### src/rtl/pipe_stage_buf.sv
// Valid/ready pipeline-stage buffer: DEPTH-entry elastic FIFO with flush and
// occupancy, or a purely combinational pass-through when BYPASS is set.
module pipe_stage_buf #(
   parameter int DATA_W = 32,
   parameter int DEPTH  = 2,
   parameter bit BYPASS = 1'b0,
   parameter int CNT_W  = $clog2(DEPTH + 1)
) (
   input  logic              clk,
   input  logic              rst,
   input  logic              flush,
   input  logic              s_valid,
   output logic              s_ready,
   input  logic [DATA_W-1:0] s_data,
   output logic              m_valid,
   input  logic              m_ready,
   output logic [DATA_W-1:0] m_data,
   output logic [CNT_W-1:0]  count
);

   generate
      if (BYPASS) begin : g_bypass
         assign s_ready = m_ready;
         assign m_valid = s_valid;
         assign m_data  = s_data;
         assign count   = '0;

         // Clock, reset and flush have no function in pass-through mode.
         logic unused_bypass;
         assign unused_bypass = &{1'b0, clk, rst, flush};
      end else begin : g_buf
         localparam int               PTR_W = (DEPTH > 1) ? $clog2(DEPTH) : 1;
         localparam logic [PTR_W-1:0] LAST  = PTR_W'(DEPTH - 1);
         localparam logic [CNT_W-1:0] FULL  = CNT_W'(DEPTH);

         logic [DATA_W-1:0] mem [DEPTH];
         logic [PTR_W-1:0]  wr_ptr;
         logic [PTR_W-1:0]  rd_ptr;
         logic [CNT_W-1:0]  cnt_q;
         logic              push;
         logic              pop;

         function automatic logic [PTR_W-1:0] ptr_inc(input logic [PTR_W-1:0] p);
            return (p == LAST) ? '0 : p + 1'b1;
         endfunction

         // Ready is a function of occupancy only, so m_ready never reaches s_ready.
         assign s_ready = (cnt_q != FULL);
         assign m_valid = (cnt_q != '0);
         assign m_data  = mem[rd_ptr];
         assign count   = cnt_q;
         assign push    = s_valid & s_ready;
         assign pop     = m_valid & m_ready;

         always_ff @(posedge clk or negedge rst) begin
            if (!rst) begin
               wr_ptr <= '0;
               rd_ptr <= '0;
               cnt_q  <= '0;
            end else if (flush) begin
               wr_ptr <= '0;
               rd_ptr <= '0;
               cnt_q  <= '0;
            end else begin
               if (push) wr_ptr <= ptr_inc(wr_ptr);
               if (pop)  rd_ptr <= ptr_inc(rd_ptr);
               if (push && !pop)      cnt_q <= cnt_q + 1'b1;
               else if (pop && !push) cnt_q <= cnt_q - 1'b1;
            end
         end

         // Entries are cleared only by reset; flush just rewinds the pointers.
         always_ff @(posedge clk or negedge rst) begin
            if (!rst) begin
               for (int i = 0; i < DEPTH; i++) mem[i] <= '0;
            end else if (push && !flush) begin
               mem[wr_ptr] <= s_data;
            end
         end
      end
   endgenerate

endmodule

### config.mk
export PLATFORM = sky130hd
export DESIGN_NAME = pipe_stage_buf
export DESIGN_NICKNAME = d
export VERILOG_FILES = /design/src/rtl/pipe_stage_buf.sv
export SDC_FILE = /design/constraint.sdc
export NUM_CORES = 1
export LEC_CHECK = 0
export CELL_PAD_IN_SITES_DETAIL_PLACEMENT = 1
export CELL_PAD_IN_SITES_GLOBAL_PLACEMENT = 1
export CORE_UTILIZATION = 35
export CTS_CLUSTER_SIZE = 8
export DETAILED_ROUTE_END_ITERATION = 10
export PLACE_DENSITY = 0.7
export SYNTH_ARGS = -nofsm -noshare
export SYNTH_HDL_FRONTEND = slang
export SYNTH_SLANG_ARGS = --single-unit
### constraint.sdc
create_clock -name clk -period 2 [get_ports clk]
set_input_delay 0.5 -clock clk [delete_from_list [all_inputs] [get_ports clk]]
set_output_delay 0.5 -clock clk [all_outputs]
set_load 0.005 [all_outputs]
Word-level counts from Yosys, hierarchy flattened
Cells that the tools add are included.

Latch bits: 0. ROM bits: 0. Register bits after elaboration: 68. RAM bits: 0. Logic and storage cells: 43. Memories: 0. Output and inout bits: 36.

Multiplexer cells: 15. Add/subtract/negate cells: 4. Bitwise operators: 4. Multipliers: 0. Shifts and indexed selects: 0. Reductions and logical operators: 11. Divide/modulo/power cells: 0. Magnitude comparators: 3. Eq/ne operators: 1.

Operators by type and width (count): $mux W32 (4); $bwmux W64 (1); $demux W32 S1 (1); $mux W1 (6); $mux W2 (3); $reduce_bool A2 Y1 (3); $ge A2 B2 Y1 const B (2); $logic_and A1 B1 Y1 (4); $not A1 Y2 (2); $logic_not A1 Y1 (3); $reduce_bool A3 Y1 (1); $add A1 B1 Y1 const B (2); $add A2 B1 Y2 const B (1); $and A1 B1 Y1 (2); $lt A2 B1 Y1 const B (1); $ne A2 B2 Y1 const B (1); $sub A2 B1 Y2 const B (1).

Longest topological paths before layout
Depth after elaboration: 7. Mapped depth: 5. Mapped depth without buffers: 4.

Worst setup path after synthesis
Ideal clock, no wire load.

Path type: register to output. Start: register g_buf.rd_ptr. End: output port m_data[10]. Buffers on the path: 2. Slack: 258 ps. Cell stages (with the launch flop): 4. Arrival time: 1242 ps. Path through: dfrtp_1 clkbuf_1 clkbuf_1 mux2_2.

Longest elaborated chain between the ends: 4.

Ends and longest elaborated chain: from (decl) (RTL line 38) `logic [PTR_W-1:0] rd_ptr;`; from (signal assigned) (RTL line 66) `if (pop) rd_ptr <= ptr_inc(rd_ptr);`; $not A1 Y2 (implied by the code) (RTL line 50) `assign m_data = mem[rd_ptr];`; $mux W32 (implied by the code) (3 in series) (RTL line 50); to (decl) (RTL line 17) `output logic [DATA_W-1:0] m_data,`.

Every way passes these cells. The select of a mux whose other input is x is not followed.

Final worst setup path
Start: register g_buf.rd_ptr. End: output port m_data[26].

Same word-level chain as after synthesis.

==> report_table.html <==
<table>
<tr><th>Metric</th><th>Value</th></tr>
<tr><th colspan="2">Status</th></tr>
<tr><td>Outcome</td><td>completed</td></tr>
<tr><th colspan="2">STA</th></tr>
<tr><td>Portion of the clock cycle consumed by the worst path in the final layout</td><td>97.9%</td></tr>
<tr><td>Final total negative setup slack</td><td>0 ns</td></tr>
<tr><td>Final critical path time including I/O delays and setup</td><td>1.96 ns</td></tr>
<tr><td>Total count of max-transition violations in the final report</td><td>0</td></tr>
<tr><td>Worst Skew</td><td>0.0117 ns</td></tr>
<tr><td>Setup repair after global routing missed its margin</td><td>true</td></tr>
<tr><td>Transition at the pin with the smallest max-transition slack</td><td>0.374 ns</td></tr>
<tr><td>Headroom to the max-slew limit</td><td>75.1%</td></tr>
<tr><td>Final-layout worst hold slack</td><td>0.175 ns</td></tr>
<tr><td>Timing-limited maximum frequency</td><td>511 MHz</td></tr>
<tr><td>Number of hold-slack violations in the final timing report</td><td>0</td></tr>
<tr><td>Setup violations, final</td><td>0</td></tr>
<tr><th colspan="2">Worst setup path</th></tr>
<tr><td>Maximum fanout encountered on the critical timing path</td><td>5</td></tr>
<tr><td>Delay-heaviest family, CP</td><td>flip-flops</td></tr>
<tr><td>Endpoint arrival time on the critical path</td><td>1.46 ns</td></tr>
<tr><td>Cell at the slowest stage of the critical path</td><td>sky130_fd_sc_hd__dfrtp_2</td></tr>
<tr><td>Path type of the worst setup path</td><td>flop to output port</td></tr>
<tr><td>CP Cell Sequence</td><td>buf_12, buf_16, mux2_4, buf_6</td></tr>
<tr><td>Startpoint of the lowest-slack register-to-register path</td><td>count[1]</td></tr>
<tr><td>Maximum single-stage delay on the critical path</td><td>0.43 ns</td></tr>
<tr><td>Critical path buffer and inverter count</td><td>3</td></tr>
<tr><td>Flop2flop setup slack</td><td>0.38 ns</td></tr>
<tr><td>Category of the worst setup path launch point</td><td>flop</td></tr>
<tr><td>Path depth of the worst reg2reg path</td><td>5</td></tr>
<tr><td>Terminus of the critical flop-to-flop path</td><td>g_buf.mem[44]</td></tr>
<tr><td>Required time reported for the critical path endpoint</td><td>1.50 ns</td></tr>
<tr><td>Nature of the critical path endpoint</td><td>output port</td></tr>
<tr><th colspan="2">Cells and area</th></tr>
<tr><td>Total number of nets in the final design</td><td>322</td></tr>
<tr><td>Share of final-layout standard cells stronger than drive strength 1</td><td>57.2%</td></tr>
<tr><td>Most frequent standard cell in the layout excluding fill and tap cells</td><td>sky130_fd_sc_hd__mux2_2</td></tr>
<tr><td>Layout overhead on the synthesized area</td><td>38.2%</td></tr>
<tr><td>Top library cells by usage in the layout, fill and taps aside</td><td>sky130_fd_sc_hd__mux2_2 (81), sky130_fd_sc_hd__dfrtp_1 (66), sky130_fd_sc_hd__clkdlybuf4s50_1 (38)</td></tr>
<tr><td>Antenna cells</td><td>0</td></tr>
<tr><td>Non-filler instance count after layout</td><td>395</td></tr>
<tr><td>Number of filler cells placed in the layout</td><td>840</td></tr>
<tr><td>Final standard cell utilization of the core</td><td>50.3%</td></tr>
<tr><th colspan="2">Clock tree</th></tr>
<tr><td>Sinks on Clock Net</td><td>68</td></tr>
<tr><td>Maximum buffer depth of the clock tree</td><td>2</td></tr>
<tr><td>Clock root buffer</td><td>sky130_fd_sc_hd__clkbuf_8</td></tr>
<tr><td>Clk slew on worst S/H paths</td><td>0.08 ns</td></tr>
<tr><td>H-tree depth</td><td>3</td></tr>
<tr><td>Total CTS buffers</td><td>9</td></tr>
<tr><td>Clock network latency to the later pin of the worst-skew pair</td><td>0.33 ns</td></tr>
<tr><td>CTS tree</td><td>yes</td></tr>
<tr><th colspan="2">Place</th></tr>
<tr><td># port buffers</td><td>72</td></tr>
<tr><td>Placed cell count</td><td>373</td></tr>
<tr><td>HPWL after detailed placement</td><td>4.18 mm</td></tr>
<tr><td>Global placement routability congestion</td><td>0.774</td></tr>
<tr><th colspan="2">Pwr</th></tr>
<tr><td>P_leak</td><td>1.81 nW</td></tr>
<tr><td>Overall power</td><td>0.00406 W</td></tr>
<tr><td>Internal power contribution</td><td>0.00299 W</td></tr>
<tr><td>Switching power</td><td>0.00107 W</td></tr>
<tr><td>Part of the total power dissipated in combinational logic</td><td>26.0%</td></tr>
<tr><td>Clock network fraction of total power</td><td>28.0%</td></tr>
<tr><td>Switch share</td><td>26.3%</td></tr>
<tr><td>Peak ir drop on the vdd network</td><td>416 uV</td></tr>
<tr><td>Reg power frac</td><td>46.0%</td></tr>
<tr><td>Cell area power density</td><td>977 nW/um^2</td></tr>
<tr><th colspan="2">Run</th></tr>
<tr><td># Max-Cap Violations</td><td>0</td></tr>
<tr><th colspan="2">Global routing</th></tr>
<tr><td>Largest net degree at the start of global routing</td><td>69</td></tr>
<tr><td>Global-route wire length before repair</td><td>10.9 mm</td></tr>
<tr><td>Congestion Overflow GR</td><td>0</td></tr>
<tr><td>Initial antenna violation count</td><td>0</td></tr>
<tr><td>GRT Resource Usage Total</td><td>16.5%</td></tr>
<tr><td>Number of global-route vias before repair</td><td>2107</td></tr>
<tr><th colspan="2">Logic synthesis</th></tr>
<tr><td>Synth Register Bits</td><td>68</td></tr>
<tr><td>Proportion of synthesized chip area in sequential cells</td><td>56.6%</td></tr>
<tr><td>Synth cell types</td><td>22</td></tr>
<tr><td>Syn Inst Count</td><td>195</td></tr>
<tr><td>Average cell area after synthesis</td><td>15.4 sq um</td></tr>
<tr><td>Netlist area before placement</td><td>3010 sq um</td></tr>
<tr><td>Cell taking the most area after synthesis</td><td>sky130_fd_sc_hd__dfrtp_1</td></tr>
<tr><td>Area fraction of the dominant cell type after synthesis</td><td>56.6%</td></tr>
<tr><td>Total number of yosys warnings</td><td>0</td></tr>
<tr><td>Cell types with the largest area share after synthesis</td><td>sky130_fd_sc_hd__dfrtp_1 (57%), sky130_fd_sc_hd__mux2_2 (34%), sky130_fd_sc_hd__mux2_1 (1.9%)</td></tr>
<tr><td>Number of nets in the synthesized netlist</td><td>232</td></tr>
<tr><th colspan="2">Detailed routing</th></tr>
<tr><td>Via count</td><td>1931</td></tr>
<tr><td>Mean routed wirelength per cell</td><td>16.5 microns</td></tr>
<tr><td>Antenna violation net count after detailed routing</td><td>0</td></tr>
<tr><td>Final routed wirelength across all metal layers</td><td>6.50 mm</td></tr>
<tr><td>Detailed-router iteration count before antenna repair</td><td>3</td></tr>
<tr><td>Drt initial violations</td><td>18</td></tr>
<tr><td>Remaining routing DRC violations</td><td>0</td></tr>
<tr><td>Detail-routed via count per cell</td><td>4.89</td></tr>
<tr><th colspan="2">Floorplan</th></tr>
<tr><td>Placeable core region</td><td>8260 sq um</td></tr>
<tr><td>Number of ports placed on the die boundary</td><td>73</td></tr>
<tr><td>Height of the die</td><td>94.7 microns</td></tr>
<tr><td>Number of placement rows</td><td>33</td></tr>
<tr><td>Die outline area</td><td>8970 sq um</td></tr>
<tr><td>Die Wd</td><td>94.7 microns</td></tr>
<tr><td>Initial Utilization</td><td>36.4%</td></tr>
<tr><th colspan="2">Hold path</th></tr>
<tr><td>Min-delay worst type</td><td>input port to async pin</td></tr>
</table>
-- cells in the mapped netlist, drive strengths merged --
master and count:
xor2 1, o21ai 2, or3 1, dfrtp 68, a21oi 4, or2 2, mux2i 1, inv 2
nand4b 1, o211ai 1, buf 6, nor2 1, nor4 1, nor2b 1, nand3b 1, clkbuf 4
a21o 1, mux2 96, nor3b 1
-- sequential cells by signal, summed over array words and instances, names as in the netlist --
name and count:
count 2, g_buf.mem 64, g_buf.rd_ptr 1, g_buf.wr_ptr 1
-- cells by family (layout without fill, tap and decap cells) --
group / Yosys count / after routing / synth area share, %
xor+xnor: 1 / 1 / 0.291
simple gates: 9 / 9 / 2.75
buf+inv: 12 / 107 / 2.62
flops: 68 / 68 / 56.6
compound gates: 8 / 8 / 1.50
mux: 97 / 97 / 36.3
-- area by class of cell --
type	count	area (sq um)	area share [%]
repair buffers	89	847	20.4
multi-input cells	115	1270	30.5
clock inverters	7	73.8	1.78
inverters	2	7.51	0.181
clock buffers	9	124	2.98
flip-flops and latches	68	1700	41.0
well taps	105	131	3.16
-- per-layer routing --
layer  track usage, %  routed length, microns
met1             21.0                    2780
met2             27.1                    3370
met3             3.54                     289
met4             6.82                      69
met5                0                       0
-- power by group through the flow --
stage	clock network (W)	registers, W	logic [W]
final	0.00114	0.00187	0.00106
after global routing	0.00125	0.00191	0.00116
after CTS	0.00119	0.00187	0.00105
after detailed placement	0	0.00189	0.00111
after global placement	0	0.00186	0.00109
after floorplan	0	0.00183	0.000570
-- stage by stage --
stage / area, sq um / setup WS [ns]
finish: 4160 / 0.0412
global route: 4160 / -0.0146
CTS: 4180 / -0.101
detailed placement: 3930 / -0.202
global placement: 3930 / -0.156
floorplan: 3010 / 0.258
-- what timing repair did --
item | CTS | global route
hold buffers | 0 | 0
cloned | 2 | 0
buffers inserted | 6 | 0
setup endpoints to repair | 34 | 30
resized for setup | 121 | 29
-- how the worst max path moves through the flow --
| stage | startpoint | endpoint | slack, ns | depth (start not counted) |
|---|---|---|---|---|
| after floorplan | g_buf.rd_ptr | m_data[10] | 0.26 | 3 |
| after global placement | s_valid | g_buf.mem[48] | -0.16 | 5 |
| after detailed placement | s_valid | g_buf.mem[56] | -0.20 | 5 |
| after CTS | g_buf.rd_ptr | m_data[26] | -0.10 | 4 |
| after global routing | g_buf.rd_ptr | m_data[14] | -0.01 | 4 |
| final | g_buf.rd_ptr | m_data[26] | 0.04 | 4 |
Note: power is estimated with default switching activity, not from simulation.
